### src/rtl/mem_arbiter.sv
// Arbiter granting the byte-serial memory controller to either the IC or the LSB.
// Optional IC starvation guard: define MEM_ARB_STARVE_GUARD_EN.
module mem_arbiter #(
  parameter int STARVE_LIMIT = 8,
  parameter int CNT_W        = 4
) (
  input  logic        clk,
  input  logic        rst,
  input  logic        rdy,
  input  logic        flush,
  input  logic        ic_req,
  input  logic [31:0] ic_addr,
  output logic        ic_ack,
  output logic [31:0] ic_data,
  input  logic        lsb_req,
  input  logic        lsb_wr,
  input  logic [31:0] lsb_addr,
  input  logic [2:0]  lsb_size,
  input  logic [31:0] lsb_wdata,
  output logic        lsb_ack,
  output logic [31:0] lsb_rdata,
  output logic        mc_ic_valid,
  output logic [31:0] mc_ic_addr,
  input  logic        mc_ic_done,
  input  logic [31:0] mc_ic_inst,
  output logic        mc_slb_valid,
  output logic        mc_slb_wr,
  output logic [31:0] mc_slb_addr,
  output logic [2:0]  mc_slb_siz,
  output logic [31:0] mc_slb_din,
  input  logic [31:0] mc_slb_dout,
  input  logic        mc_slb_done,
  output logic        busy
);

  typedef enum logic [1:0] {IDLE, G_IC, G_LSB, DRAIN} state_t;

  state_t      state, state_next;
  logic        ic_ack_next, lsb_ack_next;
  logic [31:0] ic_data_next, lsb_rdata_next;
  logic        mc_ic_valid_next, mc_slb_valid_next, mc_slb_wr_next;
  logic [31:0] mc_ic_addr_next, mc_slb_addr_next, mc_slb_din_next;
  logic [2:0]  mc_slb_siz_next;

  logic ic_ok, lsb_ok, starved, take_ic, take_lsb;

  // Flush kills speculative requests: fetches and loads, never stores.
  assign ic_ok    = ic_req & ~flush;
  assign lsb_ok   = lsb_req & ~(flush & ~lsb_wr);
  assign take_ic  = (state == IDLE) & ic_ok & (starved | ~lsb_ok);
  assign take_lsb = (state == IDLE) & lsb_ok & ~take_ic;
  assign busy     = (state != IDLE);

`ifdef MEM_ARB_STARVE_GUARD_EN
  logic [CNT_W-1:0] starve_cnt, starve_cnt_next;

  assign starved = (starve_cnt == CNT_W'(STARVE_LIMIT));

  always_comb begin
    starve_cnt_next = starve_cnt;
    if (rdy) begin
      if (!ic_req || take_ic || state == G_IC)
        starve_cnt_next = '0;
      else if (!starved)
        starve_cnt_next = starve_cnt + 1'b1;
    end
  end

  always_ff @(posedge clk or negedge rst) begin
    if (!rst) starve_cnt <= '0;
    else      starve_cnt <= starve_cnt_next;
  end
`else
  logic [CNT_W-1:0] unused_limit;
  assign unused_limit = CNT_W'(STARVE_LIMIT);
  assign starved      = 1'b0;
`endif

  always_comb begin
    state_next        = state;
    ic_ack_next       = ic_ack;
    lsb_ack_next      = lsb_ack;
    ic_data_next      = ic_data;
    lsb_rdata_next    = lsb_rdata;
    mc_ic_valid_next  = mc_ic_valid;
    mc_ic_addr_next   = mc_ic_addr;
    mc_slb_valid_next = mc_slb_valid;
    mc_slb_wr_next    = mc_slb_wr;
    mc_slb_addr_next  = mc_slb_addr;
    mc_slb_siz_next   = mc_slb_siz;
    mc_slb_din_next   = mc_slb_din;
    if (rdy) begin
      ic_ack_next  = 1'b0;
      lsb_ack_next = 1'b0;
      case (state)
        IDLE: begin
          if (take_ic) begin
            state_next       = G_IC;
            mc_ic_valid_next = 1'b1;
            mc_ic_addr_next  = ic_addr;
          end else if (take_lsb) begin
            state_next        = G_LSB;
            mc_slb_valid_next = 1'b1;
            mc_slb_wr_next    = lsb_wr;
            mc_slb_addr_next  = lsb_addr;
            mc_slb_siz_next   = (lsb_size == 3'd1 || lsb_size == 3'd2) ? lsb_size : 3'd4;
            mc_slb_din_next   = lsb_wdata;
          end
        end
        G_IC: begin
          // A done coinciding with flush still delivers the instruction.
          if (mc_ic_done) begin
            ic_data_next     = mc_ic_inst;
            ic_ack_next      = 1'b1;
            mc_ic_valid_next = 1'b0;
            state_next       = DRAIN;
          end else if (flush) begin
            mc_ic_valid_next = 1'b0;
            state_next       = DRAIN;
          end
        end
        G_LSB: begin
          if (mc_slb_done) begin
            lsb_rdata_next    = mc_slb_dout;
            lsb_ack_next      = 1'b1;
            mc_slb_valid_next = 1'b0;
            state_next        = DRAIN;
          end else if (flush && !mc_slb_wr) begin
            mc_slb_valid_next = 1'b0;
            state_next        = DRAIN;
          end
        end
        default: state_next = IDLE;
      endcase
    end
  end

  always_ff @(posedge clk or negedge rst) begin
    if (!rst) begin
      state        <= IDLE;
      ic_ack       <= 1'b0;
      lsb_ack      <= 1'b0;
      ic_data      <= '0;
      lsb_rdata    <= '0;
      mc_ic_valid  <= 1'b0;
      mc_ic_addr   <= '0;
      mc_slb_valid <= 1'b0;
      mc_slb_wr    <= 1'b0;
      mc_slb_addr  <= '0;
      mc_slb_siz   <= '0;
      mc_slb_din   <= '0;
    end else begin
      state        <= state_next;
      ic_ack       <= ic_ack_next;
      lsb_ack      <= lsb_ack_next;
      ic_data      <= ic_data_next;
      lsb_rdata    <= lsb_rdata_next;
      mc_ic_valid  <= mc_ic_valid_next;
      mc_ic_addr   <= mc_ic_addr_next;
      mc_slb_valid <= mc_slb_valid_next;
      mc_slb_wr    <= mc_slb_wr_next;
      mc_slb_addr  <= mc_slb_addr_next;
      mc_slb_siz   <= mc_slb_siz_next;
      mc_slb_din   <= mc_slb_din_next;
    end
  end

endmodule
### config.mk
export PLATFORM = sky130hd
export DESIGN_NAME = mem_arbiter
export DESIGN_NICKNAME = d
export VERILOG_FILES = /design/src/rtl/mem_arbiter.sv
export SDC_FILE = /design/constraint.sdc
export NUM_CORES = 1
export LEC_CHECK = 0
export ABC_AREA = 1
export CORE_UTILIZATION = 41
export CTS_CLUSTER_DIAMETER = 80
export CTS_CLUSTER_SIZE = 40
export DETAILED_ROUTE_END_ITERATION = 16
export PLACE_DENSITY_LB_ADDON = 0.12
export SKIP_LAST_GASP = 1
export SYNTH_ARGS = -nofsm -noshare
export SYNTH_HDL_FRONTEND = slang
export SYNTH_SLANG_ARGS = --single-unit
### constraint.sdc
create_clock -name clk -period 1.6 [get_ports clk]
set_input_delay 0.48 -clock clk [delete_from_list [all_inputs] [get_ports clk]]
set_output_delay 0.48 -clock clk [all_outputs]
set_load 0.05 [all_outputs]
=== Word-level counts from Yosys, hierarchy flattened ===
Cells that the tools add are included.
W data, S select, Z words.

* Bits in read-only memories: 0
* Bits in writable memories: 0
* Bits in latches: 0
* Memories: 0
* Bits in registers: 170
* Word-level logic and storage cells: 69

* Multiplexer cells: 21
* $mul: 0
* Eq/ne operators: 10
* Bitwise gates (word level): 12
* $add $sub $neg: 0
* Divide/modulo/power cells: 0
* Shift operators: 0
* Reductions and logical operators: 14
* $lt $le $gt $ge: 0

{| class="wikitable"
|+ Operators by type and width
! kind !! number
|-
| $mux W2 || 6
|-
| $reduce_and A4 Y1 || 3
|-
| $mux W1 || 11
|-
| $ne A3 B3 Y1 const B || 3
|-
| $reduce_and A3 Y1 || 3
|-
| $and A1 B1 Y1 || 7
|-
| $ne A2 B2 Y1 const B || 3
|-
| $pmux W2 S3 || 1
|-
| $reduce_bool A2 Y1 || 3
|-
| $not A1 Y1 || 5
|-
| $reduce_and A5 Y1 || 1
|-
| $pmux W1 S2 || 2
|-
| $eq A3 B1 Y1 const B || 1
|-
| $eq A3 B2 Y1 const B || 1
|-
| $mux W3 || 1
|-
| $eq A2 B1 Y1 const B || 1
|-
| $eq A2 B2 Y1 const B || 1
|-
| $logic_not A2 Y1 || 1
|-
| $logic_and A1 B1 Y1 || 1
|-
| $logic_not A1 Y1 || 1
|-
| $logic_or A1 B1 Y1 || 1
|}

=== Logic depth before layout (Yosys ltp) ===
Gate-level depths: netlist of run 1.

* Word-level depth: 11
* Gate-level depth with buffers: 10

=== Least setup slack after synthesis of run 1 ===
Ideal clock, no wire load.

* Kind: register to output
* From: register state[0]
* To: output busy
* Path buffers: 1
* Arrival: 1.055 ns
* Stages on the path, launching flop included: 5
* Setup slack: 0.065 ns
* Cells stage by stage: dfrtp_1 inv_1 ha_1 buf_6 inv_1

* Longest elaborated chain between the ends: 1

{| class="wikitable"
|+ Ends and longest elaborated chain
! element !! line !! RTL
|-
| start, declared || 38 || <nowiki>state_t state, state_next;</nowiki>
|-
| start signal, assigned || 153 || <nowiki>state <= state_next;</nowiki>
|-
| $reduce_bool A2 Y1 || 52 || <nowiki>assign busy = (state != IDLE);</nowiki>
|-
| end, declared || 33 || <nowiki>output logic busy</nowiki>
|}

Every way passes these cells.

=== Worst setup path in the final report of run 1 ===
* From: register state[0]
* To: register mc_slb_din[19]

* Longest elaborated chain between the ends: 6

{| class="wikitable"
|+ Ends and longest elaborated chain
! element !! line !! RTL
|-
| $logic_not A2 Y1 * || 50, 51, 95 ||
|-
| $and A1 B1 Y1 (2 in series) || 50 || <nowiki>assign take_ic = (state == IDLE) & ic_ok & (starved | ~lsb_ok);</nowiki>
|-
| $not A1 Y1 (no line) || n/a ||
|-
| $and A1 B1 Y1 || 51 || <nowiki>assign take_lsb = (state == IDLE) & lsb_ok & ~take_ic;</nowiki>
|-
| $reduce_and A4 Y1 (no line) * || n/a ||
|-
| end signal, assigned || 164 || <nowiki>mc_slb_din <= mc_slb_din_next;</nowiki>
|-
| end, declared || 30 || <nowiki>output logic [31:0] mc_slb_din,</nowiki>
|}

Every way passes the cells marked *; elsewhere a longest branch is shown, timed or not.
A chain may end at the register's enable or synchronous reset.

==> results of run 1 <==
## what timing repair did
item / CTS / global route
hold buffers: 1 / 0
cloned: 0 / 10
hold endpoints to repair: 30 / 0
setup endpoints to repair: 22 / 98
pin swaps: 1 / 3
resized for setup: 5 / 51
buffers inserted: 4 / 7
## power by group
group          leakage, uW  internal, uW  switching, uW  total (uW)
registers          0.00210          6380           2350        8730
logic              0.00429         10400          10500       21000
clock network     0.000255          2020           1850        3870
total              0.00665         18800          14700       33500
## synthesized netlist by cell type
library cell	number
nor2_1	10
inv_4	1
nand3_4	3
mux2_4	58
ha_1	4
buf_2	8
a21oi_1	3
buf_6	17
inv_2	2
inv_1	13
mux2_2	6
clkbuf_1	5
o21ai_0	34
nand2_1	286
o21ai_1	3
dfrtp_1	170
nor2_4	1
nand2_4	1
nand3_1	5
a31oi_1	1
nand4_1	1
## critical path, delay by kind of cell (launching register included)
kind / cells / cell delay [ns]
adder cells (fa/ha/maj): 1 / 0.17
buffers and inverters: 6 / 0.66
flip-flops: 1 / 0.38
AND/OR/NAND/NOR: 4 / 0.38
## through the flow
stage,util [%],power (uW),setup WS [ns],std cells
2_1_floorplan,-,17700,0.0650,632
3_3_place_gp,75.6,28700,-0.286,1196
3_5_place_dp,75.6,29100,-0.304,1196
4_1_cts,79.1,33100,-0.116,1233
5_1_grt,81.8,34700,-0.181,1251
6_report,81.8,33500,-0.134,1251
## cells by family (layout without fill, tap and decap cells)
family / after synthesis / after routing
adder cells (fa/ha/maj): 4 / 4
AND/OR/NAND/NOR: 307 / 307
AO/OA/AOI/OAI: 41 / 41
flip-flops: 170 / 170
other: 0 / 1
buffers and inverters: 46 / 444
multiplexers: 64 / 64
## layer usage
| layer | wire (um) | part of all wire, % | track usage [%] | vias up |
|---|---|---|---|---|
| li1 | - | - | - | 2776 |
| met3 | 1710 | 7.2 | 7.20 | 39 |
| met1 | 8870 | 37 | 29.3 | 2946 |
| met2 | 12600 | 53 | 44.5 | 262 |
| met4 | 637 | 2.7 | 9.26 | 0 |
| met5 | 0 | 0 | 0 | - |
## flip-flops by register name (all words and copies together), names as in the netlist
name          count
ic_ack            1
mc_slb_siz        3
lsb_ack           1
mc_slb_addr      32
mc_slb_wr         1
ic_data          32
state             2
mc_slb_din       32
lsb_rdata        32
mc_ic_valid       1
mc_slb_valid      1
mc_ic_addr       32
## final cells by class
type	instances	area, um^2
Timing Repair Buffer	396	5860
Sequential cell	170	4250
Fill cell	935	3020
Multi-Input combinational cell	416	2550
Clock buffer	17	425
Tap cell	220	275
Clock inverter	15	116
Inverter	16	75.1
Antenna cell	1	2.50
## worst paths after layout
kind | to | slack, ns | from
max | mc_slb_din[19] | -0.13 | state[0]
min | lsb_rdata[17] | 0.54 | rst
max reg2reg | mc_slb_din[19] | -0.13 | state[0]
min reg2reg | mc_slb_din[25] | 0.54 | mc_slb_din[25]
max in group asynchronous | lsb_rdata[27] | 0.50 | rst
min in group clk | mc_slb_din[25] | 0.54 | mc_slb_din[25]
==> PnR_summary.wiki, run 1 <==
{| class="wikitable"
! Metric !! Value
|-
| Result of the run || complete, but fails checks
|-
| Violated checks || negative setup slack
|-
| Final number of hold-violating endpoints || 0
|-
| Post-synthesis mux area share || 13.4%
|-
| Number of buffers inserted during clock tree synthesis || 17
|-
| Violation count after the first detailed-route iteration || approximately 340
|-
| # setup viols final || 163
|-
| Share of the synthesized area in compound gates (AO/OA/AOI/OAI) || 2.96%
|-
| Delay of the slowest critical-path stage || around 0.38 ns
|-
| Placeable core region || 16600 um^2
|-
| Number of clock sinks seen by CTS || 170
|-
| Post-route cell area || 13600 um^2
|-
| P per Cell Area || 2470 nW/um^2
|-
| Share of post-route cells with drive strength above 1 || 34.7%
|-
| Antenna violations before repair || 1
|-
| Worst hold margin || about 0.54 ns
|-
| First-pass GRT wire length || 33.9 mm
|-
| Vias/cell || ~4.8
|-
| Min-Delay Path Class || in2async
|-
| Max frequency || slightly below 0.6 GHz
|-
| Synth Area in Simple Gates || ~17%
|-
| Mapped Cells || 632
|-
| Area delta synth->final || 94.4%
|-
| P_leak || 0.00665 uW
|-
| Master of the slowest instance on the critical path || dfrtp_1
|-
| Worst voltage drop across the vdd grid || 1.40 mV
|-
| R2R cell count || 11
|-
| Number of buffers on the longest clock path || 2
|-
| GRT Total Usage || between 20% and 30%
|-
| Pin count of the biggest net entering global routing || 58
|-
| Syn Nets || roughly 810
|-
| Placer Congestion || 0.778
|-
| Later-pin clock latency in the skew report || 0.41 ns
|-
| Sum of negative setup slack || -8.42 ns
|-
| Post-layout minimum cycle time || about 1.7 ns
|-
| Number of global-route vias before repair || 6007
|-
| Die W || 132 um
|-
| Commonest non-fill, non-tap cell in the layout || nand2_1
|-
| Synthesized-area fraction occupied by xor and xnor cells || 0%
|-
| Floorplan row count || 47
|-
| Most used cells in the layout excluding fill and tap cells || nand2_1 (265), buf_12 (182), dfrtp_1 (170), clkdlybuf4s50_1 (170), mux2_4 (61)
|-
| Clk root buf || clkbuf_16
|-
| Cell area after synthesis || about 7000 um^2
|-
| Unrepaired setup endpoints after global routing || yes
|-
| Post-route DRC violation count || 0
|-
| Post-synthesis sequential area ratio || 61.0%
|-
| Detailed-routing iteration count for the pre-antenna-repair pass || 4
|-
| Max H-tree Level || 4
|-
| Slew headroom || 72.1%
|-
| Mean instance size in the synthesized netlist || 11.0 um^2
|-
| Initial Utilization || a little over two fifths
|-
| Clock tree from TritonCTS || yes
|-
| Main area contributors after synthesis || dfrtp_1 (61%), nand2_1 (15%), mux2_4 (12%)
|-
| Clock edge transition at the registers on the reported setup and hold paths || 0.07 ns
|-
| Number of I/O pins || 341
|-
| Placement Cell Area || 12500 um^2
|-
| Period Utilization, post-route || 108%
|-
| Final #Nets || 1193
|-
| Count of state elements after synthesis || 170
|-
| Final worst-path setup slack || -0.134 ns
|-
| Post-route clock skew || roughly 0.0094 ns
|-
| Arithmetic-cell share of the synthesized area counting full adders, half adders and majority gates || less than 1%
|-
| Total die area || around 18000 um^2
|-
| Vias after detailed routing || 6023
|-
| Crit-path cells || inv_2, ha_4, buf_4, buf_6, nand2_2, inv_2, nand3_4, clkinv_8, buf_12, nand2_1, nand2_1
|-
| Number of max-cap violations || 0
|-
| Total detailed-routing wirelength || 23.8 mm
|-
| Startpoint Class || register
|-
| Overall die height || about 130 um
|-
| Number of port buffers || 340
|-
| Combinational family with the most area after synthesis || simple AND/OR/NAND/NOR gates
|-
| Area fraction of the dominant cell type after synthesis || between 60% and 70%
|-
| Class of the most critical setup path || reg2reg
|-
| Count of cell types in the netlist || 21
|-
| Cell type contributing the most total cell area after synthesis || dfrtp_1
|-
| Post-DRT Antenna Nets || 0
|-
| Endpoint type of the worst setup path || register
|-
| Slew @ Worst Pin || 0.418 ns
|-
| HPWL reported at the end of detailed placement || between 15 and 20 mm
|-
| Routed len/inst || 19.0 um
|-
| Data arrival time of the worst path || roughly 2 ns
|-
| Max Transition Viols Final || 0
|-
| YS warnings || 0
|-
| Required time reported for the critical path endpoint || between 1.5 and 2 ns
|-
| Max FO, Critical Path || 9
|-
| Remaining Overflow, GRT || 0
|}
Power figures use the tool's default switching activity.
==> inputs of run 2 (changes only) <==
--- a/config.mk
+++ b/config.mk
@@ -10,6 +10,7 @@
 export CTS_CLUSTER_DIAMETER = 80
 export CTS_CLUSTER_SIZE = 40
 export DETAILED_ROUTE_END_ITERATION = 16
+export MAX_ROUTING_LAYER = met4
 export PLACE_DENSITY_LB_ADDON = 0.12
 export SKIP_LAST_GASP = 1
 export SYNTH_ARGS = -nofsm -noshare
==> run 2 against run 1 <==
The run still ends with negative setup slack left. Global-route usage increased by 0.82 points. Register-to-register slack got worse by 0.03 ns. Power increased by 1.3%. Cell count increased by 0.96%. First-iteration DRC count increased by 32%. Die area unchanged. Via count increased by 2.5%. Final area increased by 2.4%. Routed wire length increased by 7.1%. Clock skew decreased by 0.00062 ns. Critical path type unchanged. Critical endpoint is now mc_slb_addr[31]. Largest power group unchanged. Highest routed layer unchanged.
==> PnR_summary.wiki, run 2 (synthesis gave the netlist of run 1 again) <==
{| class="wikitable"
! Metric !! Value
|-
| Post-route clock skew || 0.00876 ns
|-
| Post-layout minimum cycle time || 1.76 ns
|-
| Most used cells in the layout excluding fill and tap cells || nand2_1 (238), buf_12 (183), dfrtp_1 (170), clkdlybuf4s50_1 (170), mux2_4 (61)
|-
| Number of I/O pins || 341
|-
| HPWL reported at the end of detailed placement || roughly 16 mm
|-
| Worst voltage drop across the vdd grid || 1.40 mV
|-
| Number of max-cap violations || 0
|-
| Final number of hold-violating endpoints || 0
|-
| Data arrival time of the worst path || a little over 2 ns
|-
| Inserted Diodes || 0
|-
| Total die area || 17500 um^2
|-
| Endpoint type of the worst setup path || register
|-
| Post-DRT Antenna Nets || 0
|-
| Remaining Overflow, GRT || 0
|-
| Source of the worst register-to-register timing path || state[0]
|-
| Initial Utilization || 42.1%
|-
| Post-layout utilization of the core || 83.8%
|-
| Overall die height || roughly 130 um
|-
| Max frequency || 0.568 GHz
|-
| Vias/cell || 4.89
|-
| Worst R2R End || mc_slb_addr[31]
|-
| Startpoint Class || register
|-
| Tot Pwr || 34000 uW
|-
| Commonest non-fill, non-tap cell in the layout || nand2_1
|-
| Required time reported for the critical path endpoint || 1.91 ns
|-
| GRT Total Usage || 26.1%
|-
| Min-Delay Path Class || in2async
|-
| First-pass GRT wire length || 33.8 mm
|-
| Pin count of the biggest net entering global routing || just under 60
|-
| Slew headroom || between 70% and 80%
|-
| Final #Nets || 1206
|-
| Number of buffers inserted during clock tree synthesis || 17
|-
| Number of global-route vias before repair || 6013
|-
| Clk root buf || clkbuf_16
|-
| Placer Congestion || roughly 0.8
|-
| Vias after detailed routing || 6173
|-
| Worst hold margin || 0.541 ns
|-
| Placeable core region || 16600 um^2
|-
| Result of the run || complete, but fails checks
|-
| Later-pin clock latency in the skew report || roughly 0.43 ns
|-
| Floorplan row count || 47
|-
| R2R cell count || 11
|-
| Slew @ Worst Pin || 0.420 ns
|-
| Worst reg-to-reg setup slack || -0.16 ns
|-
| Antenna violations before repair || 0
|-
| Clock edge transition at the registers on the reported setup and hold paths || roughly 0.07 ns
|-
| Class of the most critical setup path || reg2reg
|-
| Violated checks || negative setup slack
|-
| P_leak || 0.00685 uW
|-
| Final worst-path setup slack || -0.159 ns
|-
| Crit path to || mc_slb_addr[31]
|-
| Routed len/inst || 20.2 um
|-
| Die W || approximately 130 um
|-
| Number of buffers on the longest clock path || 2
|-
| Post-route DRC violation count || 0
|-
| Violation count after the first detailed-route iteration || 446
|-
| Share of post-route cells with drive strength above 1 || 38.1%
|-
| # setup viols final || around 170
|-
| Start point of the critical path || state[0]
|-
| Max H-tree Level || 4
|-
| Detailed-routing iteration count for the pre-antenna-repair pass || 4
|-
| P per Cell Area || 2450 nW/um^2
|-
| Total detailed-routing wirelength || roughly 25 mm
|-
| Area delta synth->final || 99.1%
|-
| Number of clock sinks seen by CTS || 170
|-
| Period Utilization, post-route || 110%
|-
| Max FO, Critical Path || 14
|-
| Unrepaired setup endpoints after global routing || yes
|-
| Max Transition Viols Final || 0
|-
| Clock tree from TritonCTS || yes
|-
| Number of port buffers || 340
|}
[run 2: changes by cell type in the layout (fill, tap and decap cells not counted), sizes merged]
| cell | previous run | this run |
|---|---|---|
| clkinv | 5 | 6 |
| diode | 1 | 0 |
| clkbuf | 25 | 29 |
| buf | 217 | 225 |
[run 2: worst max-delay path, stage by stage, from the launching register on]
cell,delay (ns)
dfrtp_1,0.40
inv_2,0.09
ha_4,0.16
buf_4,0.11
buf_6,0.10
nand2_2,0.05
inv_2,0.06
nand3_4,0.13
buf_4,0.19
clkbuf_16,0.17
nand2_1,0.11
nand2_2,0.07
[run 2: final cells by class]
cell class	instances	area [um^2]
multi-input cells	416	2680
repair inverters	1	16.3
clock buffers	17	425
repair buffers	408	6060
clock inverters	15	116
flip-flops and latches	170	4250
inverters	16	75.1
well taps	220	275
fillers	869	2690
[run 2: metal layers]
layer | vias up | GRT usage, % | share of wire (%)
met1 | 3024 | 29.9 | 37
li1 | 2805 | - | -
met2 | 288 | 44.4 | 52
met3 | 56 | 6.70 | 7.0
met4 | 0 | 9.07 | 3.2
met5 | - | - | 0
[run 2: worst min-delay path by stage]
stage               startpoint             to
floorplan                  rst         ic_ack
global placement           rst  lsb_rdata[18]
detailed placement         rst  lsb_rdata[17]
CTS                        rst  lsb_rdata[17]
global route               rst  lsb_rdata[17]
finish                     rst  lsb_rdata[17]
[run 2: timing repair]
| action | 4_1_cts | 5_1_grt |
|---|---|---|
| hold buffers | 1 | 0 |
| resized for setup | 5 | 94 |
| setup endpoints to repair | 22 | 97 |
| setup buffers | 4 | 13 |
| gates cloned | 0 | 17 |
| hold endpoints to repair | 30 | 0 |
| pin swaps | 1 | 5 |
[run 2: through the flow]
step	setup TNS (ns)	cell area [um^2]	std cells	setup WS, ns
after global routing	-19.28	13900	1263	-0.215
final	-9.38	13900	1263	-0.159
after detailed placement	-38.69	12500	1196	-0.304
after CTS	-0.116	13100	1233	-0.116
after global placement	-35.54	12500	1196	-0.286
after floorplan	0	6980	632	0.0650
[run 2: where the power goes]
part           total [uW]  switching, uW  internal, uW
sequential           8780           2390          6380
combinational       21300          10700         10600
clock                3880           1870          2010
